## src/rtl/sgf_divider_seq_pkg.sv

```systemverilog
// Shared definitions for the significand multiply/divide phases:
// FSM state encoding and the widths derived from the stored fraction width.
package sgf_divider_seq_pkg;

    // Sequencer states shared by the multi-cycle significand phases.
    typedef enum logic [1:0] {
        IDLE = 2'd0,
        ITER = 2'd1,
        DONE = 2'd2
    } sgf_state_t;

    // Stored fraction width of single precision (52 for double).
    localparam int W_SGF_DEFAULT = 23;

    // Quotient width: hidden bit, fraction, guard and round bits.
    function automatic int q_width(input int w_sgf);
        return w_sgf + 3;
    endfunction

    // Partial remainder width: R < 2D < 4 needs one bit above the hidden bit.
    function automatic int r_width(input int w_sgf);
        return w_sgf + 2;
    endfunction

    // Iteration counter width, large enough to hold q_width().
    function automatic int cnt_width(input int w_sgf);
        return $clog2(w_sgf + 4);
    endfunction

endpackage

```

## src/rtl/sgf_divider_seq_div_step.sv

```systemverilog
// One radix-2 restoring division step: compare the partial remainder with
// the divisor, subtract when it fits, and shift the result left by one.
module sgf_divider_seq_div_step #(
    parameter int W_R = 25
) (
    input  logic [W_R-1:0] r,
    input  logic [W_R-1:0] d,
    output logic           q,
    output logic [W_R-1:0] r_next
);

    logic [W_R-1:0] diff;

    // Restoring step; the top bit dropped by the shift is always zero
    // because the remainder stays below twice the divisor.
    always_comb begin
        diff   = r - d;
        q      = (r >= d);
        r_next = q ? {diff[W_R-2:0], 1'b0} : {r[W_R-2:0], 1'b0};
    end

endmodule

```

## src/rtl/sgf_divider_seq.sv

```systemverilog
// Sequential radix-2 restoring divider for normalized significands.
// Produces one quotient bit per clock; the quotient carries guard/round
// bits and a sticky flag for the following normalize/round phase.
module sgf_divider_seq
    import sgf_divider_seq_pkg::*;
#(
    parameter int W_Sgf = W_SGF_DEFAULT
) (
    input  logic               clk,
    input  logic               rst,
    input  logic               start,
    input  logic [W_Sgf:0]     Sgf_X,
    input  logic [W_Sgf:0]     Sgf_Y,
    output logic               busy,
    output logic               done,
    output logic [W_Sgf+2:0]   Q_Sgf,
    output logic               Sticky,
    output logic               Div_Zero
);

    localparam int W_Q   = q_width(W_Sgf);
    localparam int W_R   = r_width(W_Sgf);
    localparam int W_CNT = cnt_width(W_Sgf);

    localparam logic [W_CNT-1:0] N_STEPS = W_CNT'(W_Q);
    localparam logic [W_CNT-1:0] CNT_ONE = W_CNT'(1);

    sgf_state_t       state;
    sgf_state_t       state_next;
    logic [W_R-1:0]   r;
    logic [W_R-1:0]   d;
    logic [W_CNT-1:0] cnt;

    logic             step_q;
    logic [W_R-1:0]   step_r_next;
    logic             y_zero;
    logic             last_step;

    assign y_zero    = (Sgf_Y == '0);
    assign last_step = (state == ITER) && (cnt == CNT_ONE);

    sgf_divider_seq_div_step #(
        .W_R (W_R)
    ) u_div_step (
        .r      (r),
        .d      (d),
        .q      (step_q),
        .r_next (step_r_next)
    );

    // State register; reset wins over everything, aborting any division.
    always_ff @(posedge clk) begin
        // NOTE: sequential state uses non-blocking assignments so every
        // register samples the pre-edge values of its neighbours.
        if (!rst) begin
            state <= IDLE;
        end else begin
            state <= state_next;
        end
    end

    // Next-state logic. A division by zero enters DONE with done still low
    // and raises it one cycle later; a normal division enters DONE with done
    // already high. Either way DONE is left once done has been shown.
    always_comb begin
        // NOTE: default first so every path assigns state_next (no latch).
        state_next = state;
        unique case (state)
            IDLE: begin
                if (start) begin
                    state_next = y_zero ? DONE : ITER;
                end
            end
            ITER: begin
                if (cnt == CNT_ONE) begin
                    state_next = DONE;
                end
            end
            DONE: begin
                if (done) begin
                    state_next = IDLE;
                end
            end
            default: state_next = IDLE;
        endcase
    end

    // Datapath and registered outputs: operand capture, one quotient bit per
    // ITER cycle, result flags, and the busy/done handshake.
    always_ff @(posedge clk) begin
        // NOTE: the datapath registers are reset too, so an aborted division
        // leaves no stale remainder, quotient or counter behind.
        if (!rst) begin
            busy     <= 1'b0;
            done     <= 1'b0;
            Q_Sgf    <= '0;
            Sticky   <= 1'b0;
            Div_Zero <= 1'b0;
            r        <= '0;
            d        <= '0;
            cnt      <= '0;
        end else begin
            busy <= (state_next != IDLE);
            done <= last_step || ((state == DONE) && !done);

            unique case (state)
                IDLE: begin
                    if (start) begin
                        Div_Zero <= y_zero;
                        Sticky   <= 1'b0;
                        if (y_zero) begin
                            Q_Sgf <= '1;
                        end else begin
                            r     <= {1'b0, Sgf_X};
                            d     <= {1'b0, Sgf_Y};
                            Q_Sgf <= '0;
                            cnt   <= N_STEPS;
                        end
                    end
                end
                ITER: begin
                    r     <= step_r_next;
                    Q_Sgf <= {Q_Sgf[W_Q-2:0], step_q};
                    cnt   <= cnt - CNT_ONE;
                    if (last_step) begin
                        Sticky <= |step_r_next;
                    end
                end
                default: begin
                end
            endcase
        end
    end

endmodule

```

## config.mk

```make
export PLATFORM = sky130hd
export DESIGN_NAME = sgf_divider_seq
export DESIGN_NICKNAME = d
export VERILOG_FILES = /design/src/rtl/sgf_divider_seq_pkg.sv /design/src/rtl/sgf_divider_seq_div_step.sv /design/src/rtl/sgf_divider_seq.sv
export SDC_FILE = /design/constraint.sdc
export NUM_CORES = 1
export LEC_CHECK = 0
export ABC_AREA = 1
export CORE_ASPECT_RATIO = 0.7
export CORE_MARGIN = 5
export CORE_UTILIZATION = 45
export CTS_CLUSTER_DIAMETER = 200
export CTS_CLUSTER_SIZE = 25
export DETAILED_ROUTE_END_ITERATION = 16
export PLACE_DENSITY = 0.73
export SETUP_SLACK_MARGIN = 0.15
export SYNTH_ARGS = -nofsm -noshare
export SYNTH_HDL_FRONTEND = slang
export SYNTH_HIERARCHICAL = 1
export SYNTH_SLANG_ARGS = --single-unit
```

## constraint.sdc

```tcl
create_clock -name clk -period 2.3 [get_ports clk]
set_input_delay 0.23 -clock clk [delete_from_list [all_inputs] [get_ports clk]]
set_output_delay 0.23 -clock clk [all_outputs]
set_load 0.02 [all_outputs]
```

==> results.toml, run 1 <==
[synthesis]
synthAdderAreaFrac = 0.05727
synth_simple_gate_area_frac = 0.3815
synth.net_count = 1108
synth.top_cell.area_share = 0.2755
synthTopCellsByArea = "dfxtp_1, nand2_1, inv_1, nor2_1, a21oi_1"
synth_compound_area_frac = 0.1282
avgSynthCellArea_um2 = 6.072
synthesis.area_mm2 = 0.006248
ys_ff_latch = 86
yosysSeqAreaShare = 0.2755
synth_cells = 1029
synth_cell_types = 37
ys_warn_count = 6
synth_top_family_by_area = "simple AND/OR/NAND/NOR gates"
synth_top_cell_by_area = "dfxtp_1"
synthMuxAreaShare = 0
synth_xor_xnor_area_share = 0.01402

[global_route]
use_met2 = 0.3878
top_usage_layer = "met2"
grt_max_degree = 64
grt_pass1_wl_um = 31440
globalRoute.totalOverflow = 0
grtUsageMet3 = 0.04022
grt_pass1_vias = 6438
antenna_found_initial = 0
use_met1 = 0.3354
grt.total_usage = 0.2399

[detailed_routing]
viasPerCell = 5.033
ant_nets = 0
drt_pre_antenna_iters = 5
wl_per_cell_um = 14.63
via_count = 7182
drtIter0Drc = 579
drt-total-wl_um = 20880
remaining_drc_errors = 0

[floorplanning]
start_util = 0.4533
die_w_um = 150.8
rows = 36
ios = 81
die_y_um = 108.6
dieArea_mm2 = 0.01638
core_mm2 = 0.01378

[worst_setup_path]
cpMostUsedCell = "nand2_1"
cp_slowest_cell = "dfxtp_2"
path_buf_inv = 4
critPathKind = "reg2reg"
startpoint_type = "flop"
crit_path_end_kind = "flop"
cp.arrival_ns = 2.81
critPathMaxStageDelay_ns = 0.33
cp_max_fo = 5
cp_data_required_time_ns = 2.54
r2r_slack_ns = -0.26
critPathTopFamily = "simple AND/OR/NAND/NOR gates"
path_cells = "inv_2 -> ha_4 -> nand2_4 -> nor2_4 -> buf_4 -> nand2_1 -> nand2_2 -> a21oi_4 -> nand3_4 -> buf_4 -> nand2_1 -> nand2_1 -> inv_1 -> nand4_1 -> nor2_2 -> nand4_1 -> nor2_1 -> nor2_1"

[power]
power_density_mw_per_mm2 = 730.7
power.leakage_nw = 4.519
peakVddDrop_uv = 435.4
power.total_w = 0.006946

[timing]
min_period_ns = 2.564
finalHoldViolCount = 0
worst_pin_slew_ns = 0.5209
worst_clock_skew_ns = 0.008946
finalWorstSetupSlack_ns = -0.2644
relSlewSlack = 0.6527
min_period_over_period = 1.115
setup_viol = 16
fmax_mhz = 390.0
grt_setup_unrepaired = "yes"
slew_viol_final = 0

[worst_hold_path]
hold_path_class = "in2reg"

[final_layout]
nFillCells = 1138
layout_commonest_cell = "nand2_1"
final_nets = 1312
multi_input_area_mm2 = 0.004425
mostFrequentLayoutCells = "nand2_1, inv_1, buf_4, nor2_1, clkdlybuf4s50_1"
area_growth_pct = 52.14
regArea_mm2 = 0.001764
n_antenna_cell = 0
drive_above_1_share = 0.3234

[place]
dp_slack_ns = -0.4272
gp_congestion = 0.9159
dp_hpwl_um = 14700
io_buffers = 80

[run_status]
status = "complete, but fails checks"
violations = "setup timing"

[cts]
path_clk_slew_ns = 0.07
holdBufCountCts = 0
insertion_delay_ns = 0.35
h-tree-depth = 3
cts_root_buffer = "clkbuf_16"
numClockSinks = 86
clock_path_buffers = 2
cts_tree = "yes"
cts_inserted_buffers = 9

[job]
drv_cap = 0
==> synthesized netlist by cell type (all sizes together) <==
cell type  count
a31oi          1
a21oi         70
xor2           8
dfxtp         86
xnor2          2
buf           33
nand3b         1
nand4         35
fa             1
a22oi         26
nand3         57
nor2         126
clkbuf        12
o21a           1
conb           2
nor3           7
o21ai         46
nor4           3
nand2        314
inv          171
ha            27
==> power breakdown <==
part           leakage (nW)  switching, W  internal [W]
Sequential            0.717      0.000103       0.00161
Combinational          3.68       0.00205       0.00179
Clock                 0.124      0.000666      0.000733
Total                  4.52       0.00282       0.00413
==> per-layer routing <==
layer,vias up,share of wire
li1,3651,-
met1,3271,0.47
met2,227,0.46
met3,33,0.057
met4,0,0.020
met5,-,0
==> flip-flops by register name, indices dropped and copies added (netlist names) <==
name	flops
Div_Zero	1
Q_Sgf	26
Sticky	1
busy	1
cnt	5
d	24
done	1
r	25
state	2
==> repair_timing <==
action / 4_1_cts / 5_1_grt
hold endpoints to repair: 0 / 0
gates resized for setup: 45 / 184
pin swaps: 33 / 100
setup endpoints to repair: 25 / 26
setup buffers: 15 / 8
cloned: 0 / 2
==> cell type report <==
class	count	share of cell area
Clock buffer	9	0.02369
Clock inverter	6	0.004738
Inverter	171	0.06752
Multi-Input combinational cell	728	0.4655
Sequential cell	86	0.1856
Tap cell	190	0.02501
Timing Repair Buffer	237	0.2280
==> per-stage QoR <==
stage	instance area, um2	instances	hold WS [ns]	setup TNS (ns)	util
after floorplan	6561	1029	0.3776	0	-
after global placement	8356	1387	0.4500	-0.9797	0.6062
after detailed placement	8356	1387	0.4632	-1.635	0.6062
after CTS	8866	1417	0.2554	-1.372	0.6432
after global routing	9507	1427	0.2921	-3.994	0.6897
final	9507	1427	0.2557	-1.311	0.6897
==> worst paths after layout <==
path                          to  cells after the start               start
min            d[4]$_SDFFE_PN0P_                      3                 rst
max reg2reg  Sticky$_SDFFE_PN0P_                     18  d[15]$_SDFFE_PN0P_
max          Sticky$_SDFFE_PN0P_                     18  d[15]$_SDFFE_PN0P_
min reg2reg    d[2]$_SDFFE_PN0P_                      2   d[2]$_SDFFE_PN0P_
==> logic make-up after synthesis <==
family	count (synthesis)
other	2
XOR/XNOR	10
buffers and inverters	216
adder cells (fa/ha/maj)	28
AND/OR/NAND/NOR	543
flip-flops	86
AO/OA/AOI/OAI	144
==> worst reg2reg max path, delay by kind of cell, from the launching register on <==
family                     cells  cell delay, ns
and+or+nand+nor               12            1.17
DFF                            1            0.33
buffers and inverters          4            0.45
AOI/OAI and AO/OA              1            0.27
adders and majority gates      1            0.26
(Power assumes the default switching activity.)
==> run 2, diff against run 1 <==
ABC_AREA = not set   (was 1)
PLACE_DENSITY = 0.74   (was 0.73)
==> run 2 against run 1 <==
The flow still finishes with violations (setup timing). Area after synthesis down 15%. Via count down 16%. Combinational power down 8.1%. Critical path depth down 4. Global-route usage up 2.5 points.
==> results.toml, run 2 <==
[detailed_routing]
ant_nets = 0
via_count = 6059
drt-total-wl_um = 20620
drt_pre_antenna_iters = 5
drtIter0Drc = 701
wl_per_cell_um = 20.08
remaining_drc_errors = 0
viasPerCell = 5.900

[power]
power_density_mw_per_mm2 = 798.7
power.leakage_nw = 3.301
power.total_w = 0.006750
peakVddDrop_uv = 444.9

[worst_setup_path]
cp_max_fo = 7
r2r_slack_ns = -0.81
reg2reg_to = "Sticky$_SDFFE_PN0P_"
cp_slowest_cell = "a2111o_1"
critPathMaxStageDelay_ns = 0.45
reg2reg_from = "d[8]$_SDFFE_PN0P_"
cpMostUsedCell = "nand3_2"
critPathKind = "reg2reg"
path_cells = "inv_2 -> ha_4 -> and3_4 -> nand3_2 -> a2111o_1 -> nand3_2 -> a21oi_4 -> buf_6 -> a211oi_2 -> nor3b_4 -> nor4_2 -> nand4_1 -> o21ai_1 -> a21oi_1"
cp.arrival_ns = 3.35
crit_path_end_kind = "flop"
startpoint_type = "flop"
cp_data_required_time_ns = 2.54
reg2reg_depth = 14
path_buf_inv = 2
critPathTopFamily = "compound AO/OA/AOI/OAI gates"

[floorplanning]
core_mm2 = 0.01164
rows = 33
ios = 81
start_util = 0.4580
die_w_um = 140.1
die_y_um = 101.1
dieArea_mm2 = 0.01416

[synthesis]
synth_cell_types = 69
synth.top_cell.area_share = 0.3229
synth_xor_xnor_area_share = 0.02299
async_reset_ff_frac = 0
synth-edff-count = 0
synthMuxAreaShare = 0.007977
avgSynthCellArea_um2 = 8.067
synth_top_cell_by_area = "dfxtp_1"
synthAdderAreaFrac = 0.06710
synth.net_count = 740
ys_warn_count = 6
synth_top_family_by_area = "compound AO/OA/AOI/OAI gates"
synth_compound_area_frac = 0.2870
synth.most_common_cell = "nand2_1"
ys_ff_latch = 86
synthesis.area_mm2 = 0.005333
synthTopCellsByArea = "dfxtp_1, nand2_1, a311oi_2, ha_1, a21oi_1"
synth_simple_gate_area_frac = 0.2198
synth_cells = 661
ys.flop_type = "dfxtp_1"
synth_common_cells = "nand2_1, dfxtp_1, a21oi_1"
yosysSeqAreaShare = 0.3229

[timing]
min_period_over_period = 1.352
grt_setup_unrepaired = "yes"
relSlewSlack = 0.6020
finalHoldViolCount = 0
setup_viol = 26
finalWorstSetupSlack_ns = -0.8099
worst_pin_slew_ns = 0.5970
fmax_mhz = 321.6
slew_viol_final = 0
worst_clock_skew_ns = 0.01016
min_period_ns = 3.110

[cts]
cts_root_buffer = "clkbuf_16"
path_clk_slew_ns = 0.08
clock_path_buffers = 2
cts_tree = "yes"
cts_inserted_buffers = 9
numClockSinks = 86
insertion_delay_ns = 0.35
h-tree-depth = 3

[job]
drv_cap = 0

[global_route]
grt_pass1_wl_um = 30150
grt.total_usage = 0.2645
antenna_found_initial = 1
grt_pass1_vias = 5748
grt_max_degree = 48
globalRoute.totalOverflow = 0

[final_layout]
regMostFlops = "Q_Sgf"
area_growth_pct = 58.49
final_cell_area_mm2 = 0.008452
n_antenna_cell = 0
finish.utilization = 0.7259
layout_commonest_cell = "buf_4"
final_nets = 944
fin_cells = 1027
drive_above_1_share = 0.4046
mostFrequentLayoutCells = "buf_4, nand2_1, clkdlybuf4s50_1, dfxtp_1, nor2_1"
reg_top3 = "Q_Sgf: 26 flops, r: 25 flops, d: 24 flops"
largest_reg_flops = 26

[place]
dp_hpwl_um = 13630
dp_slack_ns = -0.8438
gp_congestion = 1.003
dpl.cell_count = 983
io_buffers = 80
dpl_cell_area_mm2 = 0.007217

[worst_hold_path]
holdPathStages = 3
min_to = "d[7]$_SDFFE_PN0P_"
hold_start = "Sgf_Y[7]"
hold_path_class = "in2reg"

[run_status]
status = "complete, but fails checks"
violations = "setup timing"
[run 2: changes by cell type after synthesis, sizes merged, moves of 8 or more]
cell / previous run / this run
nor4: 3 / 11
a21oi: 70 / 59
nand2: 314 / 106
buf: 33 / 21
a21o: 0 / 10
clkbuf: 12 / 23
nand4: 35 / 10
nor2: 126 / 49
nand2b: 0 / 8
nand3: 57 / 33
a311oi: 0 / 27
inv: 171 / 31
[run 2: metrics by stage]
stage	hold WS (ns)	setup TNS (ns)
after CTS	0.4526	-8.508
final	0.4520	-11.14
after global placement	0.4513	-9.445
after global routing	0.4854	-13.16
after detailed placement	0.4510	-11.08
after floorplan	0.3624	-2.315
[run 2: cell type report]
cell class	instances	area, um2
multi-input combinational	499	3959
clock inverter	7	75.07
timing repair buffer	237	2122
tap	157	196.4
sequential	86	1752
fill	856	3192
clock buffer	9	225.2
inverter	32	122.6
[run 2: worst min-delay path: cells and delay by family]
family	cells	cell delay, ns
buffers and inverters	1	0.42
and+or+nand+nor	1	0.06
AOI/OAI and AO/OA	1	0.06
[run 2: how the worst max path moves through the flow]
stage | startpoint | depth (start not counted) | slack, ns | endpoint
2_1_floorplan | d[6]$_SDFFE_PN0P_ | 15 | -0.45 | Sticky$_SDFFE_PN0P_
3_3_place_gp | r[2]$_SDFFE_PN0P_ | 12 | -0.78 | Sticky$_SDFFE_PN0P_
3_5_place_dp | d[15]$_SDFFE_PN0P_ | 16 | -0.84 | Sticky$_SDFFE_PN0P_
4_1_cts | d[8]$_SDFFE_PN0P_ | 13 | -0.59 | Sticky$_SDFFE_PN0P_
5_1_grt | d[9]$_SDFFE_PN0P_ | 14 | -0.89 | Sticky$_SDFFE_PN0P_
6_report | d[8]$_SDFFE_PN0P_ | 14 | -0.81 | Sticky$_SDFFE_PN0P_
[run 2: timing repair]
action	CTS	global route
endpoints found under the hold margin	0	0
pin swaps	24	41
buffers inserted	14	14
setup endpoints to repair	26	26
hold buffers	0	0
resized for setup	76	90
[run 2: metal layers]
layer | routed length (um) | vias to the layer above | GRT usage
li1 | - | 2793 | -
met3 | 1518 | 79 | 0.05168
met5 | 0 | - | 0
met2 | 9128 | 284 | 0.4052
met1 | 9354 | 2903 | 0.3843
met4 | 620 | 0 | 0.06180
[run 2: logic make-up after synthesis]
kind of cell               count (synthesis)
and+or+nand+nor                          246
buffers and inverters                     76
AOI/OAI and AO/OA                        205
other                                      2
DFF                                       86
xor gates and xnor gates                  14
muxes                                      4
adders and majority gates                 28
[run 2: power by group]
part | internal, W | switching (W)
combinational | 0.00180 | 0.00173
sequential | 0.00159 | 0.000111
clock | 0.000770 | 0.000743
==> run 3, diff against run 2 <==
PLACE_DENSITY = 0.71   (was 0.74)
clock period = 3.79 ns   (was 2.3 ns; I/O delays follow)
==> run 3 against run 2 <==
The run now ends clean. Wire length down 25%. Cell count is 14% lower. Die area stayed put. Clock power is 44% lower. Critical endpoint unchanged.
==> results.toml, run 3 (synthesis results as in run 2) <==
[power]
power.leakage_nw = 2.394
power_density_mw_per_mm2 = 463.7
clkPwrFrac = 0.283
internal_power_w = 0.001876
switching_share = 0.3763
combPwrFrac = 0.380
peakVddDrop_uv = 282.1
seqPwrFrac = 0.337
p_sw_w = 0.001132

[detailed_routing]
via_count = 5141
drt_pre_antenna_iters = 5
viasPerCell = 5.809
drtIter0Drc = 486
drt-total-wl_um = 15440
wl_per_cell_um = 17.45
remaining_drc_errors = 0
ant_nets = 0

[worst_setup_path]
cp.arrival_ns = 3.64
crit_path_end_kind = "flop"
startpoint_type = "flop"
cp_max_fo = 11
cp_data_required_time_ns = 3.98
critPathKind = "reg2reg"

[cts]
numClockSinks = 86
cts_tree = "yes"
h-tree-depth = 3
path_clk_slew_ns = 0.07
cts_root_buffer = "clkbuf_16"
clock_path_buffers = 2
cts_inserted_buffers = 9
holdBufCountCts = 0
insertion_delay_ns = 0.35

[timing]
worst_pin_slew_ns = 1.171
grt_setup_unrepaired = "no"
holdWs_ns = 0.4632
relSlewSlack = 0.2197
finalWorstSetupSlack_ns = 0.3445
setup_viol = 0
setup_tns_ns = 0
min_period_over_period = 0.9091
finalHoldViolCount = 0
slew_viol_final = 0
fmax_mhz = 290.2
min_period_ns = 3.446
worst_clock_skew_ns = 0.006196

[floorplanning]
dieArea_mm2 = 0.01416
core_mm2 = 0.01164
ios = 81
start_util = 0.4580
die_w_um = 140.1
die_y_um = 101.1
rows = 33

[place]
dpl.cell_count = 865
dp_slack_ns = 0.2950
io_buffers = 80
dp_hpwl_um = 11400
gp_congestion = 0.9392

[worst_hold_path]
hold_path_class = "reg2reg"

[final_layout]
drive_above_1_share = 0.1181
regMostFlops = "Q_Sgf"
area_growth_pct = 21.66
largest_reg_flops = 26
layout_commonest_cell = "nand2_1"
reg_top3 = "Q_Sgf: 26 flops, r: 25 flops, d: 24 flops"
mostFrequentLayoutCells = "nand2_1, dfxtp_1, clkdlybuf4s50_1, a21oi_1, nor2_1"
final_nets = 802
fin_cells = 885
n_antenna_cell = 0

[global_route]
grt_max_degree = 55
antenna_found_initial = 0
grt.total_usage = 0.2195
grt_pass1_wl_um = 25040
globalRoute.totalOverflow = 0
grt_pass1_vias = 4871

[job]
drv_cap = 0

[run_status]
status = "finished clean"
==> run 3: cell count changes in the layout (fill, tap and decap cells not counted), moves of 14 or more <==
cell | before | now
ha_1 | 6 | 27
dfxtp_2 | 24 | 0
ha_4 | 20 | 0
buf_4 | 135 | 15
o21ai_0 | 24 | 42
buf_6 | 14 | 0
dfxtp_1 | 62 | 86
==> run 3: layer usage <==
metal / track usage / vias to the layer above / share of wire
li1: - / 2503 / -
met1: 0.3313 / 2443 / 0.51
met2: 0.3110 / 188 / 0.41
met3: 0.06306 / 7 / 0.079
met4: 0.04021 / 0 / 0.0065
met5: 0 / - / 0
==> run 3: final cells by class <==
cell class	count	area, um2
fillers	1076	5156
multi-input cells	499	3252
flip-flops and latches	86	1722
repair buffers	95	913.4
clock buffers	9	225.2
well taps	157	196.4
inverters	32	122.6
clock inverters	7	56.30
==> run 3: power groups by stage <==
stage,Combinational [W],Clock [W],Sequential [W]
after floorplan,0.000818,0,0.00102
after global placement,0.00107,0,0.00103
after detailed placement,0.00109,0,0.00103
after CTS,0.00110,0.000867,0.00101
after global routing,0.00124,0.000905,0.00102
final,0.00114,0.000852,0.00101
==> run 3: what timing repair did <==
item,4_1_cts,5_1_grt
setup buffers,0,4
gates resized for setup,0,2
setup endpoints to repair,0,1
endpoints found under the hold margin,0,0
==> run 3: critical path: stages (launching register included) <==
cell     delay, ns
dfxtp_1       0.33
inv_1         0.07
ha_1          0.38
a21oi_2       0.25
o21ai_0       0.17
a21oi_1       0.28
nand3_2       0.17
a21oi_4       0.32
inv_4         0.15
mux2_2        0.32
nor4_1        0.37
nand3_1       0.19
o21ai_0       0.19
a21oi_1       0.08
==> run 3: through the flow <==
step                        util  power (W)  instance area [um2]
after floorplan                -   0.001836                 5333
after global placement    0.5299   0.002104                 6170
after detailed placement  0.5299   0.002119                 6170
after CTS                 0.5541   0.002977                 6451
after global routing      0.5572   0.003170                 6487
final                     0.5572   0.003008                 6487
==> run 3: path summary, 6_finish.rpt <==
path	slack, ns	from	depth (start not counted)	to
max	0.34	d[12]$_SDFFE_PN0P_	13	Sticky$_SDFFE_PN0P_
min	0.46	d[20]$_SDFFE_PN0P_	2	d[20]$_SDFFE_PN0P_
max reg2reg	0.34	d[12]$_SDFFE_PN0P_	13	Sticky$_SDFFE_PN0P_
min reg2reg	0.46	d[20]$_SDFFE_PN0P_	2	d[20]$_SDFFE_PN0P_
